[src/rtl/demux_lanes_pkg.sv]
// Shared defaults and helpers for the 1-to-N lane demultiplexer.
// Lane k of a packed lane bus lives at bits [lane_base(k, WIDTH) +: WIDTH].
package demux_lanes_pkg;

    localparam int DEF_WIDTH = 3;
    localparam int DEF_LANES = 8;
    localparam int DEF_SEL_W = 3;
    localparam logic [DEF_WIDTH-1:0] DEF_IDLE = '1;

    function automatic int lane_base(input int k, input int width);
        return k * width;
    endfunction

endpackage

[src/rtl/demux_lane_reg.sv]
// Single-entry lane holding register: load wins over drain, idle value shown when empty.
// Latency 1 cycle from load to valid; stalls nothing itself, upstream checks valid/drain_ready.
module demux_lane_reg
    import demux_lanes_pkg::*;
#(
    parameter int                WIDTH      = DEF_WIDTH,
    parameter logic [WIDTH-1:0]  IDLE_VALUE = {WIDTH{1'b1}}
) (
    input  logic             clk,
    input  logic             rst_n,
    input  logic             load,
    input  logic [WIDTH-1:0] load_data,
    input  logic             drain_ready,
    output logic             valid,
    output logic [WIDTH-1:0] data
);

    logic [WIDTH-1:0] store;

    always_ff @(posedge clk or negedge rst_n) begin
        if (!rst_n) begin
            valid <= 1'b0;
            store <= IDLE_VALUE;
        end else if (load) begin
            valid <= 1'b1;
            store <= load_data;
        end else if (valid && drain_ready) begin
            valid <= 1'b0;
        end
    end

    // Storage is not cleared on drain; empty lanes are masked here instead.
    assign data = valid ? store : IDLE_VALUE;

endmodule

[src/rtl/demux_lanes.sv]
// Registered 1-to-LANES demux steering words by explicit select or round-robin pointer.
// Latency 1 cycle; in_ready drops only when the target lane is full and not draining, or out of range.
module demux_lanes
    import demux_lanes_pkg::*;
#(
    parameter int                WIDTH      = DEF_WIDTH,
    parameter int                LANES      = DEF_LANES,
    parameter int                SEL_W      = DEF_SEL_W,
    parameter logic [WIDTH-1:0]  IDLE_VALUE = {WIDTH{1'b1}}
) (
    input  logic                   clk,
    input  logic                   rst_n,
    input  logic                   in_valid,
    output logic                   in_ready,
    input  logic [WIDTH-1:0]       in_data,
    input  logic [SEL_W-1:0]       in_sel,
    input  logic                   in_auto,
    output logic [LANES-1:0]       out_valid,
    input  logic [LANES-1:0]       out_ready,
    output logic [LANES*WIDTH-1:0] out_data,
    output logic [SEL_W-1:0]       rr_ptr,
    output logic                   busy
);

    localparam logic [SEL_W:0]   LANES_LIM = (SEL_W+1)'(LANES);
    localparam logic [SEL_W-1:0] RR_LAST   = SEL_W'(LANES - 1);

    logic [SEL_W-1:0] tsel;
    logic             lane_free;
    logic             accept;
    logic [LANES-1:0] load;

    assign tsel = in_auto ? rr_ptr : in_sel;

    // Out-of-range selects match no lane, so lane_free stays 0 and the word stalls.
    always_comb begin
        lane_free = 1'b0;
        for (int k = 0; k < LANES; k++) begin
            if (tsel == SEL_W'(k)) begin
                lane_free = !out_valid[k] || out_ready[k];
            end
        end
    end

    assign in_ready = ({1'b0, tsel} < LANES_LIM) && lane_free;
    assign accept   = in_valid && in_ready;

    always_comb begin
        load = '0;
        for (int k = 0; k < LANES; k++) begin
            load[k] = accept && (tsel == SEL_W'(k));
        end
    end

    always_ff @(posedge clk or negedge rst_n) begin
        if (!rst_n) begin
            rr_ptr <= '0;
        end else if (accept && in_auto) begin
            rr_ptr <= (rr_ptr == RR_LAST) ? '0 : rr_ptr + 1'b1;
        end
    end

    for (genvar k = 0; k < LANES; k++) begin : g_lane
        demux_lane_reg #(
            .WIDTH      (WIDTH),
            .IDLE_VALUE (IDLE_VALUE)
        ) u_lane (
            .clk         (clk),
            .rst_n       (rst_n),
            .load        (load[k]),
            .load_data   (in_data),
            .drain_ready (out_ready[k]),
            .valid       (out_valid[k]),
            .data        (out_data[lane_base(k, WIDTH) +: WIDTH])
        );
    end

    assign busy = |out_valid;

endmodule

[config.mk]
export PLATFORM = sky130hd
export DESIGN_NAME = demux_lanes
export DESIGN_NICKNAME = d
export VERILOG_FILES = /design/src/rtl/demux_lanes_pkg.sv /design/src/rtl/demux_lane_reg.sv /design/src/rtl/demux_lanes.sv
export SDC_FILE = /design/constraint.sdc
export NUM_CORES = 1
export LEC_CHECK = 0
export ABC_AREA = 1
export BUFFER_PORTS_ARGS = -buffer_cell sky130_fd_sc_hd__buf_4
export CORE_ASPECT_RATIO = 0.9
export CORE_MARGIN = 2
export CORE_UTILIZATION = 30
export CTS_CLUSTER_DIAMETER = 150
export DETAILED_ROUTE_END_ITERATION = 10
export PLACE_DENSITY = 0.5
export SLEW_MARGIN = 20
export SYNTH_ARGS = -nofsm -noshare
export SYNTH_HDL_FRONTEND = slang
export SYNTH_SLANG_ARGS = --single-unit
[constraint.sdc]
create_clock -name clk -period 2.1 [get_ports clk]
set_input_delay 0.105 -clock clk [delete_from_list [all_inputs] [get_ports clk]]
set_output_delay 0.105 -clock clk [all_outputs]
set_load 0.02 [all_outputs]
Word level (Yosys, flattened, before mapping). Index checks and enable logic that the tools add are counted.

Add/subtract/negate cells: 1. Eq/ne operators: 8. Mux-type cells: 34. Reduce and logical (&&, ||, !) cells: 44.

Operator list (count): 3-bit 2-to-1 mux (10); 1-bit 2-to-1 mux (24); 1-bit logical AND (18); 2-bit nonzero test (8); 3-bit == test (second input constant) (5); 1-bit logical NOT (8); 1-bit logical OR (8); 8-bit OR reduction (1); 3-bit by 2-bit == test with 1-bit output (second input constant) (2); 3-bit by 1-bit adder with 3-bit output (second input constant) (1); 3-bit by 1-bit == test with 1-bit output (second input constant) (1); 3-bit logical NOT (1).

Flip-flop bits (word level): 35. Bits of input ports: 18. Output and inout port bits: 37. Word-level logic and storage cells: 104.

Logic depth before layout (Yosys ltp). Gate-level depths: netlist (run 1).

Depth in word-level cells: 13. Gate-level depth with buffers: 15. Gate-level depth less buffers: 13.

By module. From an unflattened synthesis (run 1), not the netlist that was laid out.

Cells, all modules: 272. Area total of the unflattened synthesis: 1935.6 um^2.

By module, submodules not included: demux_lane_reg (times used 8, cells each 23, area an instance 175.2 um^2, seq. area each 103.8 um^2); demux_lanes (times used 1, cells each 88, area an instance 534.3 um^2, seq. area each 75.1 um^2).

Worst setup path after synthesis (run 1). OpenSTA, ideal clock, no wires.

Path type: register to register. From: register rr_ptr[1]. To: register rr_ptr[0]. Library setup time: 118 ps. Arrival: 1649 ps. Required time: 1982 ps. Setup slack: 333 ps. Cell stages (with the launch flop): 14. Buffers on the path: 1. Period minus slack after synthesis: 1767 ps. Path through: dfrtp_1 > inv_1 > nand2_1 > nand2_2 > nand2_1 > nor2_2 > o21ai_0 > nand4_1 > nand2_2 > nand2_4 > buf_8 > nand3_2 > nand2_1 > nand2_1.

Cells in the longest elaborated chain, start to end: 12. Elaborated cells between the ends (all ways): 21. Those cells by class: eq/ne: 8; mux: 10; reduce/logical: 3.

Ends and longest elaborated chain: start, declared (RTL line demux_lanes.sv:21) `output logic [SEL_W-1:0] rr_ptr,`; start signal, assigned (RTL line demux_lanes.sv:59) `rr_ptr <= (rr_ptr == RR_LAST) ? '0 : rr_ptr + 1'b1;`; 3-bit 2-to-1 mux (RTL line demux_lanes.sv:33) `assign tsel = in_auto ? rr_ptr : in_sel;`; 3-bit logical NOT (RTL line demux_lanes.sv:39) `if (tsel == SEL_W'(k)) begin`; 1-bit 2-to-1 mux (8 in series) (RTL line demux_lanes.sv:39); 1-bit logical AND (RTL line demux_lanes.sv:46) `assign accept = in_valid && in_ready;`; 1-bit logical AND (RTL line demux_lanes.sv:58) `end else if (accept && in_auto) begin`.

Several ways; a longest one is shown, not always the timed one. A chain may end at the register's enable or synchronous reset.

Final worst setup path (run 1).
From: register g_lane[7].u_lane.valid. To: output in_ready.

Cells in the longest elaborated chain, start to end: 3.

Ends and longest elaborated chain: start, declared (RTL line demux_lane_reg.sv:14) `output logic valid,`; start signal, assigned (RTL line demux_lane_reg.sv:22) `valid <= 1'b0;`; start signal, assigned (RTL line demux_lane_reg.sv:25) `valid <= 1'b1;`; start signal, assigned (RTL line demux_lane_reg.sv:28) `valid <= 1'b0;`; 1-bit logical NOT (RTL line demux_lanes.sv:40) `lane_free = !out_valid[k] || out_ready[k];`; 1-bit logical OR (RTL line demux_lanes.sv:40); 1-bit 2-to-1 mux (RTL line demux_lanes.sv:39); end, declared (RTL line demux_lanes.sv:14) `output logic in_ready,`.

No other way between the ends.

==> results of run 1 <==
[power breakdown]
group / leakage [nW] / internal (mW) / switching (mW) / total (mW)
combinational: 0.874 / 0.602 / 0.841 / 1.44
sequential: 0.397 / 1.10 / 0.155 / 1.25
clock: 0.0482 / 0.265 / 0.244 / 0.509
total: 1.32 / 1.96 / 1.24 / 3.20
[metal layers]
layer,part of all wire (%),global-route usage (%),wire length [um]
met5,0,0,0
met4,0.87,3.72,46
met3,4.8,3.09,252
met2,43,20.9,2290
met1,51,20.6,2690
[worst max-delay path, stage by stage (launching register included)]
cell,delay [ns]
dfrtp_1,0.41
inv_1,0.10
o21ai_0,0.76
nand2_8,0.11
buf_4,0.20
[path summary, 6_finish.rpt]
path,endpoint,slack (ns),cells after the start
worst max-delay path,in_ready,0.13,4
worst max register to register,g_lane[7].u_lane.valid,0.18,6
worst min register to register,g_lane[4].u_lane.store[0],0.46,2
max in group asynchronous,g_lane[5].u_lane.store[0],1.45,2
min in group asynchronous,g_lane[7].u_lane.valid,0.30,2
worst min-delay path,g_lane[4].u_lane.valid,0.01,2
[flip-flops by register name, indices dropped and copies added, names as in the netlist]
signal and count:
g_lane.u_lane.store 24, rr_ptr 3, g_lane.u_lane.valid 8
[metrics by stage]
step / TNS (ns) / hold slack [ns] / worst slack, ns / cells
after global routing: -0.00578 / 0.0276 / -0.00426 / 405
after global placement: 0 / 0.0889 / 0.187 / 389
after detailed placement: 0 / 0.0940 / 0.130 / 389
final: 0 / 0.0144 / 0.127 / 405
after floorplan: 0 / -0.191 / 0.333 / 256
after CTS: 0 / 0.000417 / 0.0267 / 401
[cell usage after synthesis, types with 3 or more instances]
| master | instances | area share, % |
|---|---|---|
| dfrtp_1 | 11 | 13 |
| nand3_1 | 11 | 2.7 |
| nand2_1 | 72 | 13 |
| buf_6 | 3 | 1.6 |
| buf_4 | 8 | 2.9 |
| dfstp_2 | 24 | 30 |
| nor2_1 | 14 | 2.5 |
| nand2_2 | 6 | 1.8 |
| nand4_1 | 31 | 9.4 |
| o21ai_0 | 9 | 2.2 |
| or2_2 | 25 | 7.5 |
| nand2_4 | 3 | 1.6 |
| inv_1 | 21 | 3.8 |
| clkbuf_2 | 3 | 0.72 |
[final cells by class]
cell class | instances | area, um^2
fill | 699 | 3920
multi-input combinational | 180 | 952
sequential | 35 | 907
timing repair buffer | 69 | 541
tap | 90 | 113
inverter | 23 | 93.8
clock buffer | 7 | 86.3
clock inverter | 1 | 5.00
[placed cells by master (no fill, tap or decap), drive strengths merged]
cell,synthesis,layout
nand3,13,13
dlygate4sd3,0,4
nand4,31,31
nor4,2,2
or2,25,25
dfrtp,11,11
nor2,15,15
clkbuf,5,7
dfstp,24,24
nor3,1,1
buf,14,65
o21ai,9,9
nand2,81,82
inv,23,23
clkinv,0,1
ha,2,2
[timing repair]
action	in CTS	in global routing
gates resized for setup	1	2
endpoints found under the hold margin	14	0
buffers inserted	0	3
cloned	0	1
hold buffers	4	0
endpoints found under the setup margin	1	10
[cells by family (layout without fill, tap and decap cells)]
family | count (synthesis) | in the layout
AO/OA/AOI/OAI | 9 | 9
adder cells (fa/ha/maj) | 2 | 2
buffers and inverters | 42 | 100
flip-flops | 35 | 35
AND/OR/NAND/NOR | 168 | 169
==> impl_metrics.json, run 1 <==
{
  "post_synth_inst_count": 256,
  "grt_usage_pct": 14.1,
  "slew_violations": 0,
  "synth_top_family_by_area": "simple AND/OR/NAND/NOR gates",
  "clkSinkCount": 35,
  "netlist_area_mm2": 0.00207,
  "grt_max_degree": 37,
  "synth-async-reset-ratio_pct": 100,
  "peakVddDrop_uv": 597,
  "cp.arrival_ns": 1.87,
  "drc": 0,
  "fin_area_mm2": 0.00270,
  "ys_warn_count": 0,
  "placed_area_mm2": 0.00251,
  "cts_tree": "built",
  "powerDensity_mw_per_mm2": 1190,
  "yosys.area_share.simple_pct": 41.6,
  "nets": 334,
  "synth_nets": 276,
  "antenna_found_initial": 0,
  "drt_iter0_drc": 77,
  "reg2reg_from": "g_lane[7].u_lane.valid",
  "grt_pass1_vias": 1729,
  "hold_start": "out_ready[4]",
  "synth_xor_area_share_pct": 0,
  "final_util_pct": 40.7,
  "synth-seq-cells": 35,
  "cts-root-buf": "clkbuf_8",
  "diodes": 0,
  "wl_per_cell_um": 13.0,
  "fp-row-count": 28,
  "grt_pass1_wl_um": 8610,
  "ys_types": 26,
  "gp_congestion": 0.831,
  "synth_edf_count": 0,
  "max_freq_mhz": 507,
  "clk_pin_slew_ns": 0.07,
  "finalHoldViolations": 0,
  "ys_seq_area_share_pct": 43.7,
  "critPathCaptureType": "primary output",
  "synth_compound_area_share_pct": 2.17,
  "setup_viol": 0,
  "finalWirelength_um": 5280,
  "dr.pass1.iters": 4,
  "io_buffers": 54,
  "ys.flop_type": "dfstp_2",
  "dp_hpwl_um": 3730,
  "critPathRequiredTime_ns": 2.00,
  "dieHeight_um": 82.8,
  "antenna_left": 0,
  "gr-total-overflow": 0,
  "h-tree-depth": 2,
  "clock_path_buffers": 2,
  "leakagePower_nw": 1.32,
  "worstSetupStartpoint": "g_lane[7].u_lane.valid",
  "slew-limit-headroom_pct": 36.1,
  "power_mw": 3.20,
  "drv_cap": 0,
  "hold_path.class": "input port to flop",
  "min_period_ns": 1.97,
  "core_area_mm2": 0.00662,
  "die-area_mm2": 0.00759,
  "layout-drive-gt1-share_pct": 43.8,
  "initial_utilization_pct": 31.3,
  "worstPathMaxFanout": 5,
  "synth.avg_cell_area_um2": 8.09,
  "muxShareOfSynthArea_pct": 0,
  "skew_ns": 0.00420,
  "vias": 1811,
  "synth_fa_ha_area_share_pct": 1.21,
  "area_growth_pct": 30.2,
  "viasPerCell": 4.47,
  "io_pins": 55,
  "clock_latency_ns": 0.29,
  "fin_crit_sh_pct": 93.9,
  "worstSetupPathType": "flop to primary output",
  "status": "completed",
  "cts-buffers-inserted": 5,
  "start_kind": "flop",
  "worst_pin_slew_ns": 0.948,
  "die_x_um": 91.6
}
No activity file was read; power rests on OpenSTA's default activity.
==> run 2: changes to the inputs <==
==> constraint.sdc (replaced) <==
create_clock -name clk -period 2.3 [get_ports clk]
set_input_delay 0.115 -clock clk [delete_from_list [all_inputs] [get_ports clk]]
set_output_delay 0.115 -clock clk [all_outputs]
set_load 0.02 [all_outputs]
==> impl_metrics.json, run 2 (same netlist as run 1, synthesis figures left out) <==
{
  "clock_latency_ns": 0.29,
  "die_x_um": 91.6,
  "max_freq_mhz": 474,
  "dp_hpwl_um": 3680,
  "slowest_stage": "dfrtp_1",
  "vias": 1804,
  "critical_path_buf_inv_count": 2,
  "gp_congestion": 0.785,
  "reg2reg_from": "rr_ptr[1]",
  "initial_utilization_pct": 31.3,
  "skew_ns": 0.00300,
  "clkSinkCount": 35,
  "viasPerCell": 4.60,
  "final_common_cell": "nand2_1",
  "antenna_found_initial": 0,
  "use_met1_pct": 20.3,
  "grt_usage_pct": 13.7,
  "powerDensity_mw_per_mm2": 1070,
  "clock_path_buffers": 2,
  "slowest_delay_ns": 0.44,
  "core_area_mm2": 0.00662,
  "cts-buffers-inserted": 5,
  "critPathCaptureType": "primary output",
  "reg_top3": "g_lane.u_lane.store: 24 flops, g_lane.u_lane.valid: 8 flops, rr_ptr: 3 flops",
  "diodes": 0,
  "grtUsageMet2_pct": 19.1,
  "final_cell_mix": "nand2_1 (72), buf_4 (55), nand4_1 (31), or2_2 (25), dfstp_2 (24)",
  "setup_viol": 0,
  "r2r_cells": 12,
  "worst_pin_slew_ns": 0.615,
  "critPathTopFamily": "simple AND/OR/NAND/NOR gates",
  "layout-drive-gt1-share_pct": 41.7,
  "placed_area_mm2": 0.00246,
  "hold_path.class": "input port to flop",
  "grt_pass1_wl_um": 8250,
  "cp.arrival_ns": 1.99,
  "worstSetupPathType": "flop to primary output",
  "status": "completed",
  "grt_use_met3_pct": 2.99,
  "gr-total-overflow": 0,
  "final_util_pct": 38.9,
  "grt_max_degree": 37,
  "fin_crit_sh_pct": 91.7,
  "critPathRequiredTime_ns": 2.18,
  "worstPathMaxFanout": 18,
  "rsz0062_at_grt": "false",
  "fillCellCount": 711,
  "drc": 0,
  "path_depth": 10,
  "post-place-ws_ns": 0.129,
  "holdWs_ns": 0.0122,
  "start_kind": "flop",
  "peakVddDrop_uv": 400,
  "die-area_mm2": 0.00759,
  "top_register": "g_lane.u_lane.store",
  "cp_cell_sequence": "inv_1 > nand2_1 > nand2_2 > nand2_1 > nor2_4 > o21ai_1 > nand4_1 > nand2_2 > nand2_8 > buf_4",
  "finalSetupTns_ns": 0,
  "largest_register_ffs": 24,
  "antenna_left": 0,
  "cp-endpoint": "in_ready",
  "dieHeight_um": 82.8,
  "drv_cap": 0,
  "timing.rr.end": "g_lane[5].u_lane.store[0]",
  "cts_tree": "built",
  "slew-limit-headroom_pct": 58.7,
  "worstSetupStartpoint": "rr_ptr[1]",
  "finalWirelength_um": 5140,
  "h-tree-depth": 2,
  "finalHoldViolations": 0,
  "fin_ws_ns": 0.192,
  "area_growth_pct": 24.2,
  "reg2reg_setup_slack_ns": 0.37,
  "io_pins": 55,
  "grt_pass1_vias": 1690,
  "dr.pass1.iters": 5,
  "clk_pin_slew_ns": 0.07,
  "fp-row-count": 28,
  "cts-root-buf": "clkbuf_8",
  "wl_per_cell_um": 13.1,
  "slew_violations": 0,
  "fin_area_mm2": 0.00257,
  "min_period_ns": 2.11,
  "io_buffers": 54,
  "leakagePower_nw": 1.25,
  "nets": 321,
  "grt_busiest_layer": "met1",
  "drt_iter0_drc": 60
}
-- run 2: worst min-delay path by stage --
stage	from	to	slack [ns]	depth (start not counted)
after floorplan	rst_n	g_lane[0].u_lane.valid	-0.18	0
after global placement	rst_n	g_lane[6].u_lane.valid	0.10	1
after detailed placement	rst_n	g_lane[7].u_lane.valid	0.1	1
after CTS	out_ready[5]	g_lane[5].u_lane.valid	0.006	2
after global routing	out_ready[5]	g_lane[5].u_lane.valid	0.02	2
final	out_ready[3]	g_lane[3].u_lane.valid	0.01	2
-- run 2: routing by layer --
metal | routed length [um] | share of wire (%)
met1 | 2560 | 50
met3 | 319 | 6.2
met5 | 0 | 0
met2 | 2160 | 42
met4 | 102 | 2.0
-- run 2: power by group --
group	internal, mW	switching [mW]	total, mW
Combinational	0.438	0.728	1.17
Clock	0.212	0.220	0.432
Sequential	1.00	0.153	1.15
Total	1.65	1.10	2.75
-- run 2: layout make-up --
class                      count  area [um^2]  share of cell area (%)
multi-input combinational    180          957                    37.2
sequential                    35          906                    35.2
timing repair buffer          56          423                    16.4
tap                           90          113                    4.38
inverter                      23         93.8                    3.65
clock buffer                   7         76.3                    2.97
clock inverter                 1         5.00                   0.194
-- run 2: repair_timing --
item / in CTS / in global routing
buffers inserted: 0 / 0
cloned: 0 / 1
pin swaps: 0 / 0
endpoints found under the hold margin: 11 / 0
hold buffers: 1 / 0
resized for setup: 1 / 3
setup endpoints to repair: 1 / 16
-- run 2: metrics by stage --
step,instances,total power [mW]
floorplan,256,1.99
global placement,382,2.29
detailed placement,382,2.29
CTS,391,2.75
global route,392,2.97
finish,392,2.75
